[config.mk]
export PLATFORM = sky130hd
export DESIGN_NAME = note_scroller
export DESIGN_NICKNAME = d
export VERILOG_FILES = /design/src/rtl/note_scroller.sv
export SDC_FILE = /design/constraint.sdc
export NUM_CORES = 1
export LEC_CHECK = 0
export BUFFER_PORTS_ARGS = -buffer_cell sky130_fd_sc_hd__buf_2
export CAP_MARGIN = 20
export CORE_AREA = 2 2 192 194
export DETAILED_ROUTE_END_ITERATION = 6
export DIE_AREA = 0 0 194 196
export PLACE_DENSITY = 0.63
export REMOVE_ABC_BUFFERS = 1
export SYNTH_ARGS = -nofsm -noshare
export SYNTH_HDL_FRONTEND = slang
export SYNTH_SLANG_ARGS = --single-unit
[constraint.sdc]
create_clock -name clock -period 3.56 [get_ports clock]
set_input_delay 0.89 -clock clock [delete_from_list [all_inputs] [get_ports clock]]
set_output_delay 0.89 -clock clock [all_outputs]
set_load 0.03 [all_outputs]
[src/rtl/note_scroller.sv]
// Rhythm-game note highway: per-lane shift window fed from song RAM.
// Column 0 is the judgment column; tick scrolls toward it.
module note_scroller #(
  parameter int LANES    = 3,
  parameter int SONG_LEN = 100,
  parameter int WINDOW   = 10,
  localparam int AW = $clog2(SONG_LEN),
  localparam int PW = $clog2(SONG_LEN+WINDOW+1)
) (
  input  logic                      clock,
  input  logic                      resetn,
  input  logic                      tick,
  input  logic                      start,
  input  logic                      stop,
  input  logic                      pause,
  input  logic                      loop_en,
  input  logic                      wr_en,
  input  logic [AW-1:0]             wr_addr,
  input  logic [LANES-1:0]          wr_data,
  input  logic [LANES-1:0]          hit_clear,
  output logic [LANES*WINDOW-1:0]   window_out,
  output logic [LANES-1:0]          judge_notes,
  output logic [PW-1:0]             position,
  output logic                      busy,
  output logic                      done
);

  localparam int RW = $clog2(SONG_LEN+WINDOW);
  localparam int NB = LANES*WINDOW;

  localparam logic [RW-1:0] PTR_WRAP = RW'(SONG_LEN-1);
  localparam logic [RW-1:0] PTR_END  = RW'(SONG_LEN);
  localparam logic [RW-1:0] PTR_LAST = RW'(SONG_LEN+WINDOW-1);
  localparam logic [PW-1:0] POS_MAX  = PW'(SONG_LEN+WINDOW);
  localparam logic [AW:0]   ADR_END  = (AW+1)'(SONG_LEN);

  typedef enum logic [1:0] {
    IDLE, PLAY, PAUSED, DONE
  } state_t;

  state_t           state;
  logic [LANES-1:0] song [SONG_LEN];
  logic [NB-1:0]    win;
  logic [NB-1:0]    win_shift;
  logic [NB-1:0]    win_hit;
  logic [RW-1:0]    rd_ptr;
  logic [LANES-1:0] fill;
  logic             idle_like;
  logic             run;
  logic             do_start;
  logic             accept;
  logic             hold;

  assign idle_like = (state == IDLE) || (state == DONE);
  assign run       = (state == PLAY) || (state == PAUSED);
  assign do_start  = !stop && idle_like && start;
  assign accept    = !stop && (state == PLAY) && tick && !pause;
  assign hold      = !stop && run && !accept;

  assign window_out = win;
  assign busy       = run;

  // Song RAM is deliberately outside the reset domain
  always_ff @(posedge clock)
    if (wr_en && idle_like && ({1'b0, wr_addr} < ADR_END))
      song[wr_addr] <= wr_data;

  always_comb begin
    fill = '0;
    if (rd_ptr < PTR_END)
      fill = song[rd_ptr[AW-1:0]];
  end

  always_comb begin
    win_shift   = '0;
    win_hit     = win;
    judge_notes = '0;
    for (int l = 0; l < LANES; l++) begin
      for (int c = 0; c < WINDOW-1; c++)
        win_shift[l*WINDOW+c] = win[l*WINDOW+c+1];
      win_shift[l*WINDOW+WINDOW-1] = fill[l];
      if (hit_clear[l])
        win_hit[l*WINDOW] = 1'b0;
      judge_notes[l] = win[l*WINDOW];
    end
  end

  always_ff @(posedge clock or negedge resetn) begin
    if (!resetn) begin
      state    <= IDLE;
      win      <= '0;
      rd_ptr   <= '0;
      position <= '0;
      done     <= 1'b0;
    end else begin
      done <= 1'b0;
      unique case (1'b1)
        stop: begin
          state <= IDLE;
          win   <= '0;
        end
        do_start: begin
          state    <= PLAY;
          win      <= '0;
          rd_ptr   <= '0;
          position <= '0;
        end
        accept: begin
          win <= win_shift;
          if (position != POS_MAX)
            position <= position + 1'b1;
          // rd_ptr runs past the song end to drain the window
          if (loop_en && rd_ptr >= PTR_WRAP)
            rd_ptr <= '0;
          else if (!loop_en && rd_ptr == PTR_LAST) begin
            state <= DONE;
            done  <= 1'b1;
            win   <= '0;
          end else
            rd_ptr <= rd_ptr + 1'b1;
        end
        hold: begin
          win <= win_hit;
          if (state == PLAY && pause)
            state <= PAUSED;
          else if (state == PAUSED && !pause)
            state <= PLAY;
        end
        default: ;
      endcase
    end
  end

endmodule

==> summary.md, run 1 <==
| Metric | Value |
|---|---|
| Status | finished, violations left |
| Failing checks | design-rule violations |
| CTS buffer count | 36 |
| Worst-Margin Slew | 0.850 ns |
| Vias | roughly 8000 |
| Cell variety after synth | 59 |
| Cts repair resizes | 0 |
| Port bufs | 62 |
| Internal power | 7.12 mW |
| Die height | around 200 um |
| Clk root buf | clkbuf_16 |
| DRT iter0 DRCs | 796 |
| Layout area overhead | 15.4% |
| PD cells | 573 mW/mm2 |
| Io pins | 63 |
| Placed Cells incl. Taps | about 1400 |
| Max-cap violations | 0 |
| DRT Wirelength | 33.3 mm |
| Post-CTS Hold Buffers | 0 |
| DIE WIDTH | 194 um |
| Hold WC Path Type | in2async |
| Startpoint types | flip-flop |
| GRT Total Usage | 0.176 |
| Ys Warns | 0 |
| Core area | 0.0361 mm2 |
| Max VDD drop | 0.351 mV |
| First-pass GRT wire length | 50.5 mm |
| Fin cells | 1423 |
| Worst Path Required | 3.96 ns |
| Worst Slack Setup Final | 0.639 ns |
| Setup-failing EPs final | 0 |
| Cell Area, Synth | around 0.014 mm2 |
| CTS tree | yes |
| Gr ovfl total | 0 |
| Sw frac | 0.241 |
| Routed WL per cell | 23.4 um |
| Sequential share of power | 0.483 |
| Top FF cell, synth | edfxtp_1 |
| Pwr Total | 9.38 mW |
| Count of flip-flops with a built-in enable after synthesis | 300 |
| Vias/cell | 5.63 |
| Worst-path clk slew | 0.06 ns |
| Crit Path Class | reg2reg |
| Seq cells post-synth | 347 |
| Syn avg cell area | 16.9 um2 |
| Initial antenna violation count | 2 |
| Vias in the first global route | ~8000 |
| Initial Util | 0.394 |
| Slew Viols, Final | 0 |
| Crit path DAT | 3.33 ns |
| Largest net degree at the start of global routing | around 100 |
| Dpl ws | ~0.66 ns |
| Fmax | 342 MHz |
| Relative slew margins | 0.429 |
| Final Skew | 0.0249 ns |
| Final #Nets | 954 |
| Final Hold Vio Count | 0 |
| Leakage | 5.48 nW |
| HPWL after DPL | roughly 21 mm |
| Clock sink total | about 350 |
| RSZ-0062 raised after global routing | false |
| Die footprint | 0.0380 mm2 |
| Post-synthesis sequential area ratio | 0.717 |
| Gate power share | 0.128 |
| DRT Pass-1 Iters | 7 |
| Clock Latency Late Sink | roughly 0.53 ns |
| # Post-CTS Setup Buffers | 0 |
| CP endpoint kind | flip-flop |
| Worst Hold Slack | 0.464 ns |
| H-Tree Depth | 2 |
| NetSw | roughly 2.3 mW |
| Antenna Violating Nets Remaining | 0 |
| Mapped Cells | approximately 840 |
| FFs w/ async S/R, synth | 0.135 |
| Critical path peak fanout | 21 |
| GPL Wtd Cong | 0.808 |
| DRC Markers | 1 |
| Post-layout min period | between 2 and 3 ns |
| Power share of the clock group | 0.389 |
| Rows | 70 |
| CTS Buffer Depth | 3 |
| Core Util, Final | 0.454 |
| Fillers | 3155 |
| Tcrit/Tclk final | 0.821 |
| Layout cell share with drive strength beyond 1 | 0.238 |
[cells by family after synthesis]
family | count (synthesis) | share of synthesized area
xor+xnor | 6 | 0.00370
flops | 347 | 0.717
fa+ha+maj | 6 | 0.00529
mux | 103 | 0.130
compound gates | 105 | 0.0590
buf+inv | 61 | 0.0207
simple gates | 211 | 0.0644
[power by group through the flow]
stage / clock, mW / sequential (mW) / combinational (mW)
finish: 3.65 / 4.53 / 1.21
global route: 3.86 / 4.54 / 1.30
global placement: 0 / 4.62 / 1.20
detailed placement: 0 / 4.62 / 1.22
floorplan: 0 / 4.72 / 0.702
CTS: 3.71 / 4.53 / 1.22
[sequential cells by signal, indices dropped and copies added, names as in the netlist]
signal	count
state	2
song	300
done	1
position	7
window_out	30
rd_ptr	7
[final timing paths]
check / start / to / slack [ns] / cells past startpoint
min in group clock: window_out[5] / window_out[4] / 0.52 / 1
min reg2reg: window_out[5] / window_out[4] / 0.52 / 1
min: resetn / rd_ptr[0] / 0.46 / 1
max: rd_ptr[0] / window_out[29] / 0.64 / 6
max in group asynchronous: resetn / window_out[3] / 2.44 / 2
max reg2reg: rd_ptr[0] / window_out[29] / 0.64 / 6
[through the flow]
stage | cell area (um2) | setup TNS [ns]
2_1_floorplan | 14000 | -58.30
3_3_place_gp | 15200 | 0
3_5_place_dp | 15200 | 0
4_1_cts | 16400 | 0
5_1_grt | 16400 | 0
6_report | 16400 | 0
[critical path: stages (launching register included)]
cell	delay [ns]
dfrtp_4	0.73
buf_4	0.26
mux4_1	0.56
mux2_2	0.29
a221oi_2	0.32
a211oi_1	0.12
or4_1	0.51
[placed cells by master (no fill, tap or decap), drive strengths merged, types with 16 or more instances in the layout]
cell type	instances
mux4	63
buf	97
a22o	31
clkbuf	45
clkinv	16
edfxtp	300
dfrtp	47
nand2	41
mux2i	30
nor2	122
[area by class of cell]
cell class | count | area, um2 | share of cell area
multi-input combinational | 431 | 3730 | 0.228
timing repair buffer | 97 | 673 | 0.0411
antenna | 2 | 5.00 | 0.000305
tap | 468 | 586 | 0.0357
clock buffer | 45 | 997 | 0.0609
sequential | 347 | 10200 | 0.622
clock inverter | 19 | 150 | 0.00916
inverter | 14 | 52.6 | 0.00321
[synthesized netlist by cell type, drive strengths merged (2+ instances only)]
cell	count	area [um2]
a21oi	13	65.1
buf	22	148
nand2b	2	12.5
o21ai	9	45.0
a32o	5	50.1
and3	3	18.8
mux4	63	1430
a221oi	2	23.8
o221ai	12	105
a2111oi	2	23.8
nand4	5	31.3
mux2	10	113
nand3	11	55.1
dfrtp	47	1180
a221o	2	20.0
ha	6	75.1
o32a	2	20.0
clkbuf	25	93.8
nand2	41	154
and2	6	37.5
a22o	31	272
or3b	2	17.5
a311oi	2	17.5
inv	14	52.6
a211oi	5	37.5
nor2	122	458
o22ai	4	25.0
edfxtp	300	9010
xor2	4	35.0
nor2b	10	62.6
mux2i	30	300
nand3b	3	22.5
nor3	2	10.0
xnor2	2	17.5
a41oi	2	17.5
a21o	2	15.0
[per-layer routing]
metal	part of all wire	track usage	vias to the layer above
li1	-	-	3496
met1	0.43	0.248	4109
met2	0.47	0.278	348
met3	0.078	0.0361	65
met4	0.024	0.0483	0
met5	0	0	-
Note: power is estimated with default switching activity, not from simulation.
==> run 2, diff against run 1 <==
- PLACE_DENSITY: 0.63 -> 0.65
- clock period: 3.56 -> 2.6 ns (I/O delays scaled with it)
==> summary.md, run 2 (synthesized netlist as in run 1, its figures left out) <==
| Metric | Value |
|---|---|
| CP Cell Sequence | clkbuf_4 -> mux4_1 -> mux2_2 -> a221oi_2 -> a211oi_1 -> or4_1 |
| GPL Wtd Cong | 0.838 |
| Crit path DAT | 2.91 ns |
| Slowest-stage cell, CP | mux4_1 |
| CTS Buffer Depth | 3 |
| Routing usage on met3 | 0.0296 |
| Final Skew | between 0.015 and 0.02 ns |
| Status | finished, final reports clean |
| Setup slack on the worst flop-to-flop path | 0.07 ns |
| Port bufs | slightly above 60 |
| Hold WC Path Type | in2async |
| H-Tree Depth | 2 |
| Reg2Reg Depth | 6 |
| Max VDD drop | 0.527 mV |
| Worst-Margin Slew | 0.631 ns |
| Critical path peak fanout | 4 |
| Post-CTS Hold Buffers | 0 |
| CP endpoint kind | flip-flop |
| Worst Hold Slack | 0.0928 ns |
| DRT Pass-1 Iters | 5 |
| Antenna Violating Nets Remaining | 0 |
| Die footprint | roughly 0.038 mm2 |
| Internal power | 10.1 mW |
| Gate power share | 0.136 |
| CTS tree | yes |
| Startpoint types | flip-flop |
| Layout cell share with drive strength beyond 1 | 0.270 |
| Grt peak-use layer | met2 |
| Fmax | approximately 400 MHz |
| Final #Nets | ~1000 |
| Core area | 0.0361 mm2 |
| Max FFs per register | 300 |
| Io pins | 63 |
| Leakage | 5.71 nW |
| Buffers & Inverters on Critical Path | 1 |
| ANT cells | 0 |
| Clk root buf | clkbuf_16 |
| First-pass GRT wire length | 50.0 mm |
| Tcrit/Tclk final | 0.973 |
| Met2 Usage GRT | 0.277 |
| DRT iter0 DRCs | 784 |
| Design area | 0.0168 mm2 |
| CTS buffer count | 37 |
| CP top delay family | multiplexers |
| Vias/cell | 5.57 |
| Dpl cell area | around 0.016 mm2 |
| Fillers | 3058 |
| Sw frac | 0.239 |
| Core Util, Final | 0.466 |
| Rows | 70 |
| Pwr Total | around 13 mW |
| NetSw | 3.18 mW |
| PD cells | between 700 and 800 mW/mm2 |
| Most frequent cells in the layout | edfxtp_1, nor2_1, buf_2 |
| Vias in the first global route | around 8000 |
| Dpl ws | -0.0460 ns |
| Max-cap violations | 0 |
| GRT Total Usage | 0.172 |
| Vias | 8122 |
| Sequential share of power | 0.464 |
| Crit Path Class | reg2reg |
| Worst Path Required | 2.99 ns |
| Largest Register | song |
| Final Hold Vio Count | 0 |
| Initial Util | 0.394 |
| Relative slew margins | 0.579 |
| Routed WL per cell | 22.4 um |
| Post-layout min period | 2.53 ns |
| Die height | 196 um |
| Largest net degree at the start of global routing | 101 |
| Commonest non-fill, non-tap cell in the layout | edfxtp_1 |
| Clock Latency Late Sink | 0.53 ns |
| Slew Viols, Final | 0 |
| Gr ovfl total | 0 |
| Start of the worst register-to-register path | rd_ptr[0] |
| Slowest Stage Delay on Critical Path | 0.59 ns |
| Layout area overhead | 18.3% |
| TNS Setup | 0 ns |
| Power share of the clock group | 0.401 |
| Initial antenna violation count | 0 |
| Met1 usage | 0.244 |
| Fin cells | 1457 |
| HPWL after DPL | approximately 21 mm |
| Worst Slack Setup Final | 0.0712 ns |
| Clock sink total | 347 |
| Placed Cells incl. Taps | 1389 |
| Reg2reg end | window_out[29] |
| DRC Markers | 0 |
| DRT Wirelength | 32.7 mm |
| DIE WIDTH | 194 um |
| Setup-failing EPs final | 0 |
| Worst-path clk slew | around 0.070 ns |
## run 2: changes by cell type in the layout (fill, tap and decap cells not counted), moves of 3 or more
| cell | before | now |
|---|---|---|
| buf_12 | 8 | 13 |
| clkinv_1 | 8 | 4 |
| clkinv_2 | 6 | 3 |
| clkinvlp_4 | 0 | 4 |
| buf_4 | 27 | 55 |
## run 2: what timing repair did
| item | in CTS | in global routing |
|---|---|---|
| pin swaps | 0 | 1 |
| resized for setup | 1 | 2 |
| hold endpoints to repair | 0 | 0 |
| setup endpoints to repair | 1 | 3 |
| buffers inserted | 0 | 2 |
## run 2: how the worst max path moves through the flow
stage                          from        endpoint  slack, ns  cells past startpoint
after floorplan           rd_ptr[0]        state[0]      -2.76                      4
after global placement    rd_ptr[0]  window_out[29]       0.02                      6
after detailed placement  rd_ptr[0]  window_out[29]      -0.05                      6
after CTS                 rd_ptr[0]  window_out[19]       0.02                      7
after global routing      rd_ptr[0]  window_out[29]     -0.008                      6
final                     rd_ptr[0]  window_out[29]       0.07                      6
## run 2: routing by layer
layer  part of all wire  up-vias
li1                   -     3554
met1               0.44     4216
met2               0.48      305
met3              0.065       47
met4              0.018        0
met5                  0        -
## run 2: cell type report
class | instances | area (um2) | area share
clock buffers | 48 | 1030 | 0.0612
clock inverters | 18 | 214 | 0.0127
inverters | 14 | 52.6 | 0.00313
multi-input cells | 431 | 3730 | 0.222
flip-flops and latches | 347 | 10200 | 0.607
well taps | 468 | 586 | 0.0349
repair buffers | 131 | 991 | 0.0590
## run 2: worst reg2reg max path, delay by kind of cell, from the launching register on
family                 cells  cell delay [ns]
multiplexers               2             0.88
flip-flops                 1             0.43
AND/OR/NAND/NOR            1             0.50
buffers and inverters      1             0.21
AO/OA/AOI/OAI              2             0.39
## run 2: power by group through the flow
stage | Combinational (mW) | Sequential (mW) | Clock, mW
5_1_grt | 1.93 | 6.17 | 5.60
4_1_cts | 1.78 | 6.18 | 5.38
6_report | 1.80 | 6.16 | 5.32
3_3_place_gp | 1.76 | 6.29 | 0
3_5_place_dp | 1.77 | 6.30 | 0
2_1_floorplan | 1.34 | 6.58 | 0
==> run 3, diff against run 2 <==
- CORE_AREA: 2 2 192 194 -> 2 2 172 174
- DIE_AREA: 0 0 194 196 -> 0 0 174 176
- PLACE_DENSITY: 0.65 -> 0.77
==> summary.md, run 3 (synthesized netlist as in run 1, its figures left out) <==
| Metric | Value |
|---|---|
| CP endpoint kind | flip-flop |
| Most frequent cells in the layout | edfxtp_1, nor2_1, buf_2 |
| ANT cells | 0 |
| TNS Setup | 0 ns |
| Max FFs per register | 300 |
| Dpl cell area | 0.0154 mm2 |
| Placed Cells incl. Taps | 1308 |
| Final Hold Vio Count | 0 |
| Worst Slack Setup Final | 0.0727 ns |
| CTS buffer count | 36 |
| Critical path peak fanout | 5 |
| Start of the worst register-to-register path | rd_ptr[0] |
| Initial Util | 0.498 |
| Largest net degree at the start of global routing | 73 |
| Relative slew margins | 0.527 |
| DRT Pass-1 Iters | 5 |
| Vias | 8449 |
| GRT Total Usage | 0.218 |
| Pwr Total | about 13 mW |
| H-Tree Depth | 2 |
| Post-layout min period | 2.53 ns |
| DIE WIDTH | 174 um |
| Clock Latency Late Sink | ~0.53 ns |
| Design area | about 0.017 mm2 |
| Rows | 62 |
| Layout area overhead | 16.8% |
| Commonest non-fill, non-tap cell in the layout | edfxtp_1 |
| Fmax | ~400 MHz |
| Largest Register | song |
| Worst-path clk slew | about 0.060 ns |
| Antenna Violating Nets Remaining | 0 |
| Clk root buf | clkbuf_16 |
| Gr ovfl total | 0 |
| Dpl ws | -0.0426 ns |
| Routed WL per cell | between 20 and 25 um |
| Routing usage on met3 | 0.0469 |
| Layout cell share with drive strength beyond 1 | 0.265 |
| CP startpoint | rd_ptr[0] |
| Grt peak-use layer | met2 |
| Tcrit/Tclk final | 0.972 |
| Crit path DAT | 2.92 ns |
| Crit Path Class | reg2reg |
| DRT Wirelength | 33.0 mm |
| CTS tree | yes |
| RSZ-0062 raised after global routing | false |
| Clock sink total | 347 |
| Startpoint types | flip-flop |
| Slowest-stage cell, CP | or4_1 |
| DRT iter0 DRCs | approximately 890 |
| Core area | 0.0285 mm2 |
| Vias in the first global route | 8302 |
| GPL Wtd Cong | slightly above 0.8 |
| First-pass GRT wire length | 50.4 mm |
| Die footprint | between 0.03 and 0.04 mm2 |
| Leakage | 5.67 nW |
| Slew Viols, Final | 0 |
| Status | finished, final reports clean |
| Worst-Margin Slew | 0.710 ns |
| Final Skew | 0.0202 ns |
| Setup-failing EPs final | 0 |
| Final #Nets | 991 |
| HPWL after DPL | 21.5 mm |
| Io pins | 63 |
| Met2 Usage GRT | 0.355 |
| Met1 usage | 0.297 |
| Vias/cell | between 6 and 7 |
| CP Cell Sequence | buf_12 -> mux4_1 -> a221o_1 -> o21ai_2 -> buf_4 -> a222oi_1 -> or4_1 |
| Hold WC Path Type | in2async |
| CTS Buffer Depth | 3 |
| Initial antenna violation count | 0 |
| Port bufs | 62 |
| Post-CTS Hold Buffers | 0 |
| Worst Path Required | approximately 3.0 ns |
| Max-cap violations | 0 |
| Die height | 176 um |
| Max VDD drop | 0.506 mV |
| DRC Markers | 0 |
| Fin cells | 1375 |
| Slowest Stage Delay on Critical Path | around 0.56 ns |
| PD cells | 777 mW/mm2 |
run 3: cell count changes in the layout (fill, tap and decap cells not counted), sizes merged:
cell | previous run | this run
clkbuf | 49 | 51
inv | 14 | 16
bufinv | 4 | 2
clkinvlp | 4 | 1
clkinv | 10 | 9
buf | 130 | 134
run 3: path summary, 6_finish.rpt:
kind,to,slack (ns),depth (start not counted)
setup / recovery,window_out[29],0.07,7
hold / removal,state[0],0.22,2
setup reg to reg,window_out[29],0.07,7
hold reg to reg,window_out[2],0.52,1
max in group asynchronous,rd_ptr[0],1.94,2
min in group clock,song[46][1],0.41,1
run 3: area by class of cell:
cell class                 instances  area, um2
clock buffer                      51        998
clock inverter                    14        129
fill                            2109      12000
inverter                          14       52.6
multi-input combinational        431       3760
sequential                       347      10200
tap                              384        480
timing repair buffer             134        986
run 3: critical path, delay by kind of cell (launching register included):
family / cells / cell delay [ns]
flip-flops: 1 / 0.42
AND/OR/NAND/NOR: 1 / 0.56
multiplexers: 1 / 0.55
AO/OA/AOI/OAI: 3 / 0.58
buffers and inverters: 2 / 0.28
run 3: through the flow:
stage	hold slack, ns	util
floorplan	0.354	-
global placement	0.498	0.539
detailed placement	0.514	0.539
CTS	0.233	0.580
global route	0.270	0.581
finish	0.220	0.581
run 3: routing by layer:
layer	vias to the layer above	part of all wire	routed length (um)
li1	3570	-	-
met1	4287	0.39	12900
met2	500	0.48	16000
met3	92	0.095	3140
met4	0	0.031	1040
met5	-	0	0
run 3: timing repair:
action,CTS,global route
pin swaps,0,4
resized for setup,3,7
endpoints found under the setup margin,2,3
buffers inserted,2,0
run 3: report_power, final:
| part | switching, mW | leakage, nW | internal (mW) |
|---|---|---|---|
| sequential | 0.0582 | 3.35 | 6.11 |
| clock | 2.05 | 0.548 | 2.89 |
| combinational | 0.990 | 1.78 | 0.794 |
